### src/rtl/fb_pkg.sv
// Shared types and default geometry for the framebuffer scan-out arbiter.
package fb_pkg;

    typedef enum logic [1:0] {
        IDLE,
        LOAD,
        READ,
        DRAIN
    } fb_state_t;

    localparam int FB_H_RES  = 640;
    localparam int FB_V_RES  = 480;
    localparam int FB_PIX_W  = 12;
    localparam int FB_ADDR_W = 19;
    localparam int FB_BURST  = 16;

endpackage

### src/rtl/fb_scanout_arbiter_if.sv
// Bundle of the line-prefetch, renderer-write, swap-control and RAM signals.
// The slave modport is the arbiter's view; master is the surrounding logic.
interface fb_scanout_arbiter_if #(
    parameter int PIX_W  = fb_pkg::FB_PIX_W,
    parameter int ADDR_W = fb_pkg::FB_ADDR_W
);

    logic              line_req;
    logic [9:0]        line_y;
    logic              line_busy;
    logic              line_done;
    logic              overrun;
    logic              lb_wr_en;
    logic [9:0]        lb_wr_addr;
    logic [PIX_W-1:0]  lb_wr_data;
    logic              wr_valid;
    logic              wr_ready;
    logic [9:0]        wr_x;
    logic [9:0]        wr_y;
    logic [PIX_W-1:0]  wr_data;
    logic              swap_req;
    logic              frame_start;
    logic              swap_pending;
    logic              front_sel;
    logic              mem_en;
    logic              mem_we;
    logic [ADDR_W:0]   mem_addr;
    logic [PIX_W-1:0]  mem_wdata;
    logic [PIX_W-1:0]  mem_rdata;

    modport slave (
        input  line_req, line_y, wr_valid, wr_x, wr_y, wr_data,
               swap_req, frame_start, mem_rdata,
        output line_busy, line_done, overrun, lb_wr_en, lb_wr_addr, lb_wr_data,
               wr_ready, swap_pending, front_sel, mem_en, mem_we, mem_addr, mem_wdata
    );

    modport master (
        output line_req, line_y, wr_valid, wr_x, wr_y, wr_data,
               swap_req, frame_start, mem_rdata,
        input  line_busy, line_done, overrun, lb_wr_en, lb_wr_addr, lb_wr_data,
               wr_ready, swap_pending, front_sel, mem_en, mem_we, mem_addr, mem_wdata
    );

endinterface

### src/rtl/fb_swap_ctrl.sv
// Front/back bank selection: a swap request is remembered and only takes
// effect at the next frame start, so scan-out never changes bank mid-frame.
module fb_swap_ctrl (
    input  logic pixel_clk,
    input  logic pixel_clk_rstn,
    input  logic i_swap_req,
    input  logic i_frame_start,
    output logic o_swap_pending,
    output logic o_front_sel
);

    logic r_swap_pending;
    logic r_front_sel;

    // Set pending on request (a same-cycle frame start does not consume it), toggle the front bank at a later frame start
    always_ff @(posedge pixel_clk or negedge pixel_clk_rstn) begin
        if (!pixel_clk_rstn) begin
            r_swap_pending <= 1'b0;
            r_front_sel    <= 1'b0;
        end else if (i_swap_req) begin
            r_swap_pending <= 1'b1;
        end else if (i_frame_start && r_swap_pending) begin
            r_front_sel    <= ~r_front_sel;
            r_swap_pending <= 1'b0;
        end
    end

    assign o_swap_pending = r_swap_pending;
    assign o_front_sel    = r_front_sel;

endmodule

### src/rtl/fb_scanout_arbiter.sv
// Single-port framebuffer arbiter: copies one requested line from the front
// bank into the display line buffer while interleaving fixed renderer write
// slots, and routes renderer pixel writes to the back bank.
module fb_scanout_arbiter
    import fb_pkg::*;
#(
    parameter int H_RES  = FB_H_RES,
    parameter int V_RES  = FB_V_RES,
    parameter int PIX_W  = FB_PIX_W,
    parameter int ADDR_W = FB_ADDR_W,
    parameter int BURST  = FB_BURST
) (
    input  logic                 pixel_clk,
    input  logic                 pixel_clk_rstn,
    fb_scanout_arbiter_if.slave  bus
);

    localparam int                SLOT_W    = $clog2(BURST + 1);
    localparam logic [9:0]        LP_H_RES  = 10'(H_RES);
    localparam logic [9:0]        LP_H_LAST = 10'(H_RES - 1);
    localparam logic [9:0]        LP_V_RES  = 10'(V_RES);
    localparam logic [SLOT_W-1:0] LP_BURST  = SLOT_W'(BURST);
    localparam logic [ADDR_W-1:0] LP_H_MUL  = ADDR_W'(H_RES);

    fb_state_t         r_state;
    fb_state_t         w_next_state;
    logic [ADDR_W-1:0] r_base;
    logic              r_bank;
    logic [9:0]        r_x;
    logic [SLOT_W-1:0] r_slot_cnt;
    logic              r_lb_wr_en;
    logic [9:0]        r_lb_wr_addr;

    logic              w_swap_pending;
    logic              w_front_sel;
    logic              w_line_accept;
    logic              w_slot;
    logic              w_read_issue;
    logic              w_wr_ready;
    logic              w_wr_fire;
    logic              w_wr_in_range;
    logic [ADDR_W-1:0] w_wr_lin;
    logic [ADDR_W-1:0] w_rd_lin;
    logic [PIX_W-1:0]  w_wr_data;

    fb_swap_ctrl u_swap_ctrl (
        .pixel_clk      (pixel_clk),
        .pixel_clk_rstn (pixel_clk_rstn),
        .i_swap_req     (bus.swap_req),
        .i_frame_start  (bus.frame_start),
        .o_swap_pending (w_swap_pending),
        .o_front_sel    (w_front_sel)
    );

    assign w_line_accept = (r_state == IDLE) && bus.line_req && (bus.line_y < LP_V_RES);
    assign w_slot        = (r_state == READ) && (r_slot_cnt == LP_BURST) && (r_x < LP_H_RES);
    assign w_read_issue  = (r_state == READ) && !w_slot;
    assign w_wr_in_range = (bus.wr_x < LP_H_RES) && (bus.wr_y < LP_V_RES);
    assign w_wr_lin      = ADDR_W'(bus.wr_y) * LP_H_MUL + ADDR_W'(bus.wr_x);
    assign w_rd_lin      = r_base + ADDR_W'(r_x);
    assign w_wr_data     = bus.wr_data;

    // State register
    always_ff @(posedge pixel_clk or negedge pixel_clk_rstn) begin
        if (!pixel_clk_rstn) begin
            r_state <= IDLE;
        end else begin
            r_state <= w_next_state;
        end
    end

    // Next state and renderer ready: writes are only offered while idle or in a reserved slot, and never with a swap pending
    always_comb begin
        w_next_state = r_state;
        w_wr_ready   = 1'b0;
        case (r_state)
            IDLE: begin
                w_wr_ready = !w_swap_pending;
                if (w_line_accept) begin
                    w_next_state = LOAD;
                end
            end
            LOAD: begin
                w_next_state = READ;
            end
            READ: begin
                if (w_slot) begin
                    w_wr_ready = !w_swap_pending;
                end else if (r_x == LP_H_LAST) begin
                    w_next_state = DRAIN;
                end
            end
            DRAIN: begin
                w_next_state = IDLE;
            end
            default: begin
                w_next_state = IDLE;
            end
        endcase
    end

    // Ready is held low while reset is asserted so the whole output set reads zero during reset
    assign w_wr_fire = bus.wr_valid && w_wr_ready && pixel_clk_rstn;

    // Line-fetch datapath: latch the line base on accept, the bank at LOAD, then walk x and the slot counter
    always_ff @(posedge pixel_clk or negedge pixel_clk_rstn) begin
        if (!pixel_clk_rstn) begin
            r_base       <= '0;
            r_bank       <= 1'b0;
            r_x          <= '0;
            r_slot_cnt   <= '0;
            r_lb_wr_en   <= 1'b0;
            r_lb_wr_addr <= '0;
        end else begin
            r_lb_wr_en <= w_read_issue;
            if (w_read_issue) begin
                r_lb_wr_addr <= r_x;
            end
            case (r_state)
                IDLE: begin
                    if (w_line_accept) begin
                        r_base <= ADDR_W'(bus.line_y) * LP_H_MUL;
                    end
                end
                LOAD: begin
                    r_bank     <= w_front_sel;
                    r_x        <= '0;
                    r_slot_cnt <= '0;
                end
                READ: begin
                    if (w_slot) begin
                        r_slot_cnt <= '0;
                    end else begin
                        r_x        <= r_x + 10'd1;
                        r_slot_cnt <= r_slot_cnt + 1'b1;
                    end
                end
                default: begin
                end
            endcase
        end
    end

    // RAM port mux: a line read has the port except in slot cycles, where an in-range renderer write goes to the back bank
    always_comb begin
        bus.mem_en    = 1'b0;
        bus.mem_we    = 1'b0;
        bus.mem_addr  = '0;
        bus.mem_wdata = '0;
        if (w_read_issue) begin
            bus.mem_en   = 1'b1;
            bus.mem_addr = {r_bank, w_rd_lin};
        end else if (w_wr_fire && w_wr_in_range) begin
            bus.mem_en    = 1'b1;
            bus.mem_we    = 1'b1;
            bus.mem_addr  = {~w_front_sel, w_wr_lin};
            bus.mem_wdata = w_wr_data;
        end
    end

    assign bus.wr_ready     = w_wr_ready && pixel_clk_rstn;
    assign bus.line_busy    = (r_state != IDLE);
    assign bus.line_done    = (r_state == DRAIN);
    assign bus.overrun      = bus.line_req && (r_state != IDLE);
    assign bus.lb_wr_en     = r_lb_wr_en;
    assign bus.lb_wr_addr   = r_lb_wr_addr;
    assign bus.lb_wr_data   = bus.mem_rdata;
    assign bus.swap_pending = w_swap_pending;
    assign bus.front_sel    = w_front_sel;

endmodule

### src/flat_wrapper.sv
// flat-port wrapper written by rule: the top's interface ports become plain ports
module fb_scanout_arbiter_flat import fb_pkg::*;
#(
    parameter int H_RES  = FB_H_RES,
    parameter int V_RES  = FB_V_RES,
    parameter int PIX_W  = FB_PIX_W,
    parameter int ADDR_W = FB_ADDR_W,
    parameter int BURST  = FB_BURST
)
  (pixel_clk, pixel_clk_rstn, bus_line_req, bus_line_y, bus_wr_valid, bus_wr_x, bus_wr_y, bus_wr_data, bus_swap_req, bus_frame_start, bus_mem_rdata, bus_line_busy, bus_line_done, bus_overrun, bus_lb_wr_en, bus_lb_wr_addr, bus_lb_wr_data, bus_wr_ready, bus_swap_pending, bus_front_sel, bus_mem_en, bus_mem_we, bus_mem_addr, bus_mem_wdata);
  fb_scanout_arbiter_if #(.PIX_W(PIX_W), .ADDR_W(ADDR_W)) bus_i ();
  input  logic pixel_clk;
  input  logic pixel_clk_rstn;
  input wire logic [$bits(bus_i.line_req)-1:0] bus_line_req;
  input wire logic [$bits(bus_i.line_y)-1:0] bus_line_y;
  input wire logic [$bits(bus_i.wr_valid)-1:0] bus_wr_valid;
  input wire logic [$bits(bus_i.wr_x)-1:0] bus_wr_x;
  input wire logic [$bits(bus_i.wr_y)-1:0] bus_wr_y;
  input wire logic [$bits(bus_i.wr_data)-1:0] bus_wr_data;
  input wire logic [$bits(bus_i.swap_req)-1:0] bus_swap_req;
  input wire logic [$bits(bus_i.frame_start)-1:0] bus_frame_start;
  input wire logic [$bits(bus_i.mem_rdata)-1:0] bus_mem_rdata;
  output wire logic [$bits(bus_i.line_busy)-1:0] bus_line_busy;
  output wire logic [$bits(bus_i.line_done)-1:0] bus_line_done;
  output wire logic [$bits(bus_i.overrun)-1:0] bus_overrun;
  output wire logic [$bits(bus_i.lb_wr_en)-1:0] bus_lb_wr_en;
  output wire logic [$bits(bus_i.lb_wr_addr)-1:0] bus_lb_wr_addr;
  output wire logic [$bits(bus_i.lb_wr_data)-1:0] bus_lb_wr_data;
  output wire logic [$bits(bus_i.wr_ready)-1:0] bus_wr_ready;
  output wire logic [$bits(bus_i.swap_pending)-1:0] bus_swap_pending;
  output wire logic [$bits(bus_i.front_sel)-1:0] bus_front_sel;
  output wire logic [$bits(bus_i.mem_en)-1:0] bus_mem_en;
  output wire logic [$bits(bus_i.mem_we)-1:0] bus_mem_we;
  output wire logic [$bits(bus_i.mem_addr)-1:0] bus_mem_addr;
  output wire logic [$bits(bus_i.mem_wdata)-1:0] bus_mem_wdata;
  assign bus_i.line_req = bus_line_req;
  assign bus_i.line_y = bus_line_y;
  assign bus_i.wr_valid = bus_wr_valid;
  assign bus_i.wr_x = bus_wr_x;
  assign bus_i.wr_y = bus_wr_y;
  assign bus_i.wr_data = bus_wr_data;
  assign bus_i.swap_req = bus_swap_req;
  assign bus_i.frame_start = bus_frame_start;
  assign bus_i.mem_rdata = bus_mem_rdata;
  assign bus_line_busy = bus_i.line_busy;
  assign bus_line_done = bus_i.line_done;
  assign bus_overrun = bus_i.overrun;
  assign bus_lb_wr_en = bus_i.lb_wr_en;
  assign bus_lb_wr_addr = bus_i.lb_wr_addr;
  assign bus_lb_wr_data = bus_i.lb_wr_data;
  assign bus_wr_ready = bus_i.wr_ready;
  assign bus_swap_pending = bus_i.swap_pending;
  assign bus_front_sel = bus_i.front_sel;
  assign bus_mem_en = bus_i.mem_en;
  assign bus_mem_we = bus_i.mem_we;
  assign bus_mem_addr = bus_i.mem_addr;
  assign bus_mem_wdata = bus_i.mem_wdata;
  fb_scanout_arbiter #(.H_RES(H_RES), .V_RES(V_RES), .PIX_W(PIX_W), .ADDR_W(ADDR_W), .BURST(BURST)) u_core (.pixel_clk(pixel_clk), .pixel_clk_rstn(pixel_clk_rstn), .bus(bus_i));
endmodule
### config.mk
export PLATFORM = sky130hd
export DESIGN_NAME = fb_scanout_arbiter_flat
export DESIGN_NICKNAME = d
export VERILOG_FILES = /design/src/rtl/fb_pkg.sv /design/src/rtl/fb_scanout_arbiter_if.sv /design/src/rtl/fb_swap_ctrl.sv /design/src/rtl/fb_scanout_arbiter.sv /design/src/flat_wrapper.sv
export SDC_FILE = /design/constraint.sdc
export NUM_CORES = 1
export LEC_CHECK = 0
export BUFFER_PORTS_ARGS = -buffer_cell sky130_fd_sc_hd__buf_2
export CAP_MARGIN = 20
export CORE_ASPECT_RATIO = 1.25
export CORE_MARGIN = 10
export CORE_UTILIZATION = 52
export DETAILED_ROUTE_END_ITERATION = 8
export PLACE_DENSITY = 0.93
export SLEW_MARGIN = 40
export SYNTH_ARGS = -nofsm -noshare
export SYNTH_HDL_FRONTEND = slang
export SYNTH_SLANG_ARGS = --single-unit
### constraint.sdc
create_clock -name pixel_clk -period 3.9 [get_ports pixel_clk]
set_input_delay 0.78 -clock pixel_clk [delete_from_list [all_inputs] [get_ports pixel_clk]]
set_output_delay 0.78 -clock pixel_clk [all_outputs]
set_load 0.05 [all_outputs]
==> key figures <==
Placed design
  – Dpl hpwl: 8600 um
  – Dpl ws: -272 ps
  – Port Buffers: slightly below 100
  – Cells after DPL: 622
  – GP Congestion: 0.919

Critical path
  – Delay-heaviest family, CP: adder cells
  – R2R setup slack: 1550 ps
  – Slowest cell on crit path: ha_1
  – Critical path buffer and inverter count: 4
  – Worst Setup SP: bus_wr_y[5]
  – Crit Path Max Fanout: 7
  – Crit-path max cell delay: 460 ps
  – CP arrival: around 3100 ps
  – FF-to-FF Start: u_core.r_state[0]$_DFFE_PN0P_
  – CP Cell Sequence: buf_2 -> buf_4 -> ha_1 -> ha_1 -> nand3_1 -> o2111ai_1 -> xor2_1 -> buf_4 -> a311oi_2 -> o32ai_4 -> buf_6
  – CP startpoint kind: input pin
  – Worst EP required: 3120 ps
  – Crit. End Element: output port
  – Critical path class: input pin to output port

Floorplan
  – Die Ht: 115 um
  – Site Rows: 34
  – Initial Util: 53.6%
  – Ports: 123
  – Die area: 11,100 um2
  – Core area: approximately 7000 um2
  – Die width: 96.1 um

Power
  – Leakage power: between 2 and 2.5 nW
  – Share of total power in sequential cells: 38.2%
  – Clock power share: between 20% and 30%
  – Combinational share of power: 32.5%
  – Net Sw Frac: 32.0%
  – P_sw: 0.000384 W
  – PD cells: 251 nW/um2
  – Maximum vdd drop: slightly below 0.2 mV
  – Int Power: 0.000815 W

Finish
  – Fin cells: 633
  – Final-stage net count: about 650
  – Layout cell share with drive strength beyond 1: between 30% and 40%
  – Diode count: 0
  – Layout area overhead: 26.8%

Yosys
  – Post-synth ARST share: between 90% and 100%
  – Synth warnings: 0
  – Synth Register Bits: 43
  – Synth Area in Adders: 17.1%
  – Synth Area in Simple Gates: 23.2%
  – Synth unique cells: 62
  – Post-Syn Nets: 548
  – Sequential share of the synthesized area: 28.6%
  – Largest family of logic cells by synthesized area: simple AND/OR/NAND/NOR gates
  – Synth Area in Compound Gates: 15.0%
  – Avg Synthesized Cell Area: about 8.6 um2
  – EDFF count, synth: 0
  – Multiplexer area fraction after synthesis: between 2 and 3%
  – Post-synthesis cell area: 3760 um2
  – Gate Count Post-Synth: 439
  – Synth Flop Type: dfrtp_1
  – Post-Synth XOR/XNOR Area: 6.99%

Route
  – DR iter-0 viols: 207
  – Drt pass-1 iters: 4
  – Vias: 3,644
  – DRC Markers: 0
  – Antenna viol nets, final: 0
  – DRT Wirelength: 11,000 um
  – DR vias/cell: 5.76
  – DR WL/cell: approximately 17 um

STA
  – Layout Skew: 8.89 ps
  – Final setup fails: 1
  – Final min period: 3920 ps
  – Worst-margin pin slew: roughly 500 ps
  – Final worst slack: -24.4 ps
  – Hold Violations, Final: 0
  – Slew HR: 65.8%
  – Final max-slew violation count: 0
  – RSZ-0062 raised after global routing: true
  – Final Cycle Share: 101%
  – Peak Freq: 0.255 GHz

GRT
  – Pin count of the biggest net entering global routing: between 40 and 50
  – GRT Total Usage: 18.8%
  – First-pass GRT wire length: 17,200 um
  – Vias in the first global route: ~3.8k
  – Gr ovfl total: 0
  – Initial antenna violation count: 0

CTS
  – H-tree depth: 2
  – CTS max path bufs: 2
  – Hold_buf cts: 0
  – Worst-path clk slew: 90 ps
  – Clock sink count: 43
  – Inserted Clock Buffers: 5
  – Clock latency on the worst-skew pair: 300 ps
  – CTS tree: done
  – CTS root buf: clkbuf_8

Job
  – Max cap viols: 0

Run status
  – Failing checks: setup timing
  – Status: complete, but fails checks

Hold path
  – Hold Path Origin: u_core.bus.lb_wr_addr[4]$_DFFE_PN0P_
  – Worst min path class: register to register
[worst reg2reg max path, stage by stage (launching register included)]
cell	delay, ps
dfrtp_1	410
inv_1	90
ha_1	400
inv_1	140
a31o_2	300
or3_1	400
or3_1	380
a21oi_1	160
[routing by layer]
| metal | GRT usage, % | part of all wire (%) | vias to the layer above | wire length [um] |
|---|---|---|---|---|
| met5 | 0 | 0 | - | 0 |
| met3 | 4.11 | 7.4 | 32 | 809 |
| met2 | 33.8 | 51 | 126 | 5570 |
| met4 | 7.39 | 3.1 | 0 | 342 |
| met1 | 20.6 | 39 | 1746 | 4240 |
| li1 | - | - | 1740 | - |
[power groups by stage]
stage	Clock, W	Sequential (W)	Combinational [W]
5_1_grt	0.000373	0.000460	0.000423
6_report	0.000350	0.000458	0.000390
2_1_floorplan	0	0.000488	0.000228
4_1_cts	0.000355	0.000459	0.000355
3_3_place_gp	0	0.000467	0.000314
3_5_place_dp	0	0.000467	0.000328
[through the flow]
step / TNS (ps) / hold WS [ps] / area [um2] / utilization (%) / power, W
after global placement: -531 / 455 / 4450 / 63.4 / 0.000781
after detailed placement: -811 / 460 / 4450 / 63.4 / 0.000795
after floorplan: 0 / 438 / 3830 / - / 0.000716
after CTS: 0 / 481 / 4660 / 66.4 / 0.00117
final: -24.4 / 475 / 4770 / 67.9 / 0.00120
after global routing: -254 / 499 / 4770 / 67.9 / 0.00126
[final cells by class]
| cell class | instances | area [um2] |
|---|---|---|
| clock buffer | 5 | 68.8 |
| clock inverter | 3 | 43.8 |
| fill | 537 | 2250 |
| sequential | 43 | 1080 |
| timing repair buffer | 124 | 727 |
| inverter | 19 | 71.3 |
| multi-input combinational | 349 | 2670 |
| tap | 90 | 113 |
[final timing paths]
check / to / cells past startpoint
hold reg to reg: u_core.bus.lb_wr_addr[4]$_DFFE_PN0P_ / 2
setup / recovery: bus_mem_addr[17] / 11
max in group asynchronous: u_core.r_base[9]$_DFFE_PN0P_ / 2
min in group asynchronous: u_core.r_x[3]$_DFFE_PN0P_ / 2
hold / removal: u_core.bus.lb_wr_addr[4]$_DFFE_PN0P_ / 2
setup reg to reg: u_core.r_x[8]$_DFFE_PN0P_ / 7
[placed cells by master, fill, tap and decap left out, types with 7 or more instances in the layout]
| master | count |
|---|---|
| a21o_1 | 9 |
| a21oi_1 | 12 |
| and2_1 | 14 |
| buf_2 | 92 |
| buf_4 | 26 |
| dfrtp_1 | 43 |
| ha_1 | 37 |
| inv_1 | 19 |
| mux2_2 | 7 |
| nand2_1 | 82 |
| nand3_1 | 11 |
| nor2_1 | 17 |
| nor3_1 | 7 |
| o21ai_0 | 20 |
| xnor2_1 | 16 |
| xor2_1 | 12 |
[state kept, by name, summed over array words and instances, names as in the netlist]
signal                             cells
u_core.bus.lb_wr_addr                 10
u_core.r_x                            10
u_core.u_swap_ctrl.o_front_sel         1
u_core.r_slot_cnt                      5
u_core.r_base                         12
u_core.r_bank                          1
u_core.u_swap_ctrl.o_swap_pending      1
u_core.bus.lb_wr_en                    1
u_core.r_state                         2
[synth_stat cells, drive strengths merged, types with 2 or more instances]
library cell / count / area share (%)
nand2: 82 / 8.2
ha: 45 / 15
dfrtp: 43 / 29
o21ai: 24 / 3.2
inv: 19 / 1.9
buf: 17 / 3.2
nor2: 17 / 1.7
xnor2: 17 / 4.0
and2: 16 / 2.7
a21oi: 14 / 2.0
xor2: 13 / 3.0
nand3: 12 / 1.7
clkbuf: 11 / 1.1
a21o: 9 / 1.8
nor3: 9 / 1.2
mux2: 7 / 2.1
nand4: 7 / 1.3
nor2b: 6 / 1.0
o22ai: 6 / 1.0
and3: 5 / 0.83
a211oi: 4 / 0.80
fa: 4 / 2.1
o21bai: 4 / 0.80
o31ai: 4 / 0.80
mux2i: 3 / 0.80
nand3b: 3 / 0.60
nor3b: 3 / 0.60
nor4: 3 / 0.67
o2111ai: 3 / 0.70
a211o: 2 / 0.47
nand2b: 2 / 0.33
o32ai: 2 / 0.47
or2: 2 / 0.33
or3: 2 / 0.33
or4: 2 / 0.50
[cells by family (layout without fill, tap and decap cells)]
kind of cell | count (synthesis) | after routing
xor gates and xnor gates | 30 | 30
and+or+nand+nor | 176 | 176
buffers and inverters | 47 | 151
AOI/OAI and AO/OA | 84 | 84
muxes | 10 | 10
adders and majority gates | 49 | 49
DFF | 43 | 43
[what timing repair did]
action | in CTS | in global routing
buffers inserted | 2 | 1
pin swaps | 13 | 8
endpoints found under the setup margin | 5 | 4
resized for setup | 21 | 18
Power figures use the tool's default switching activity.
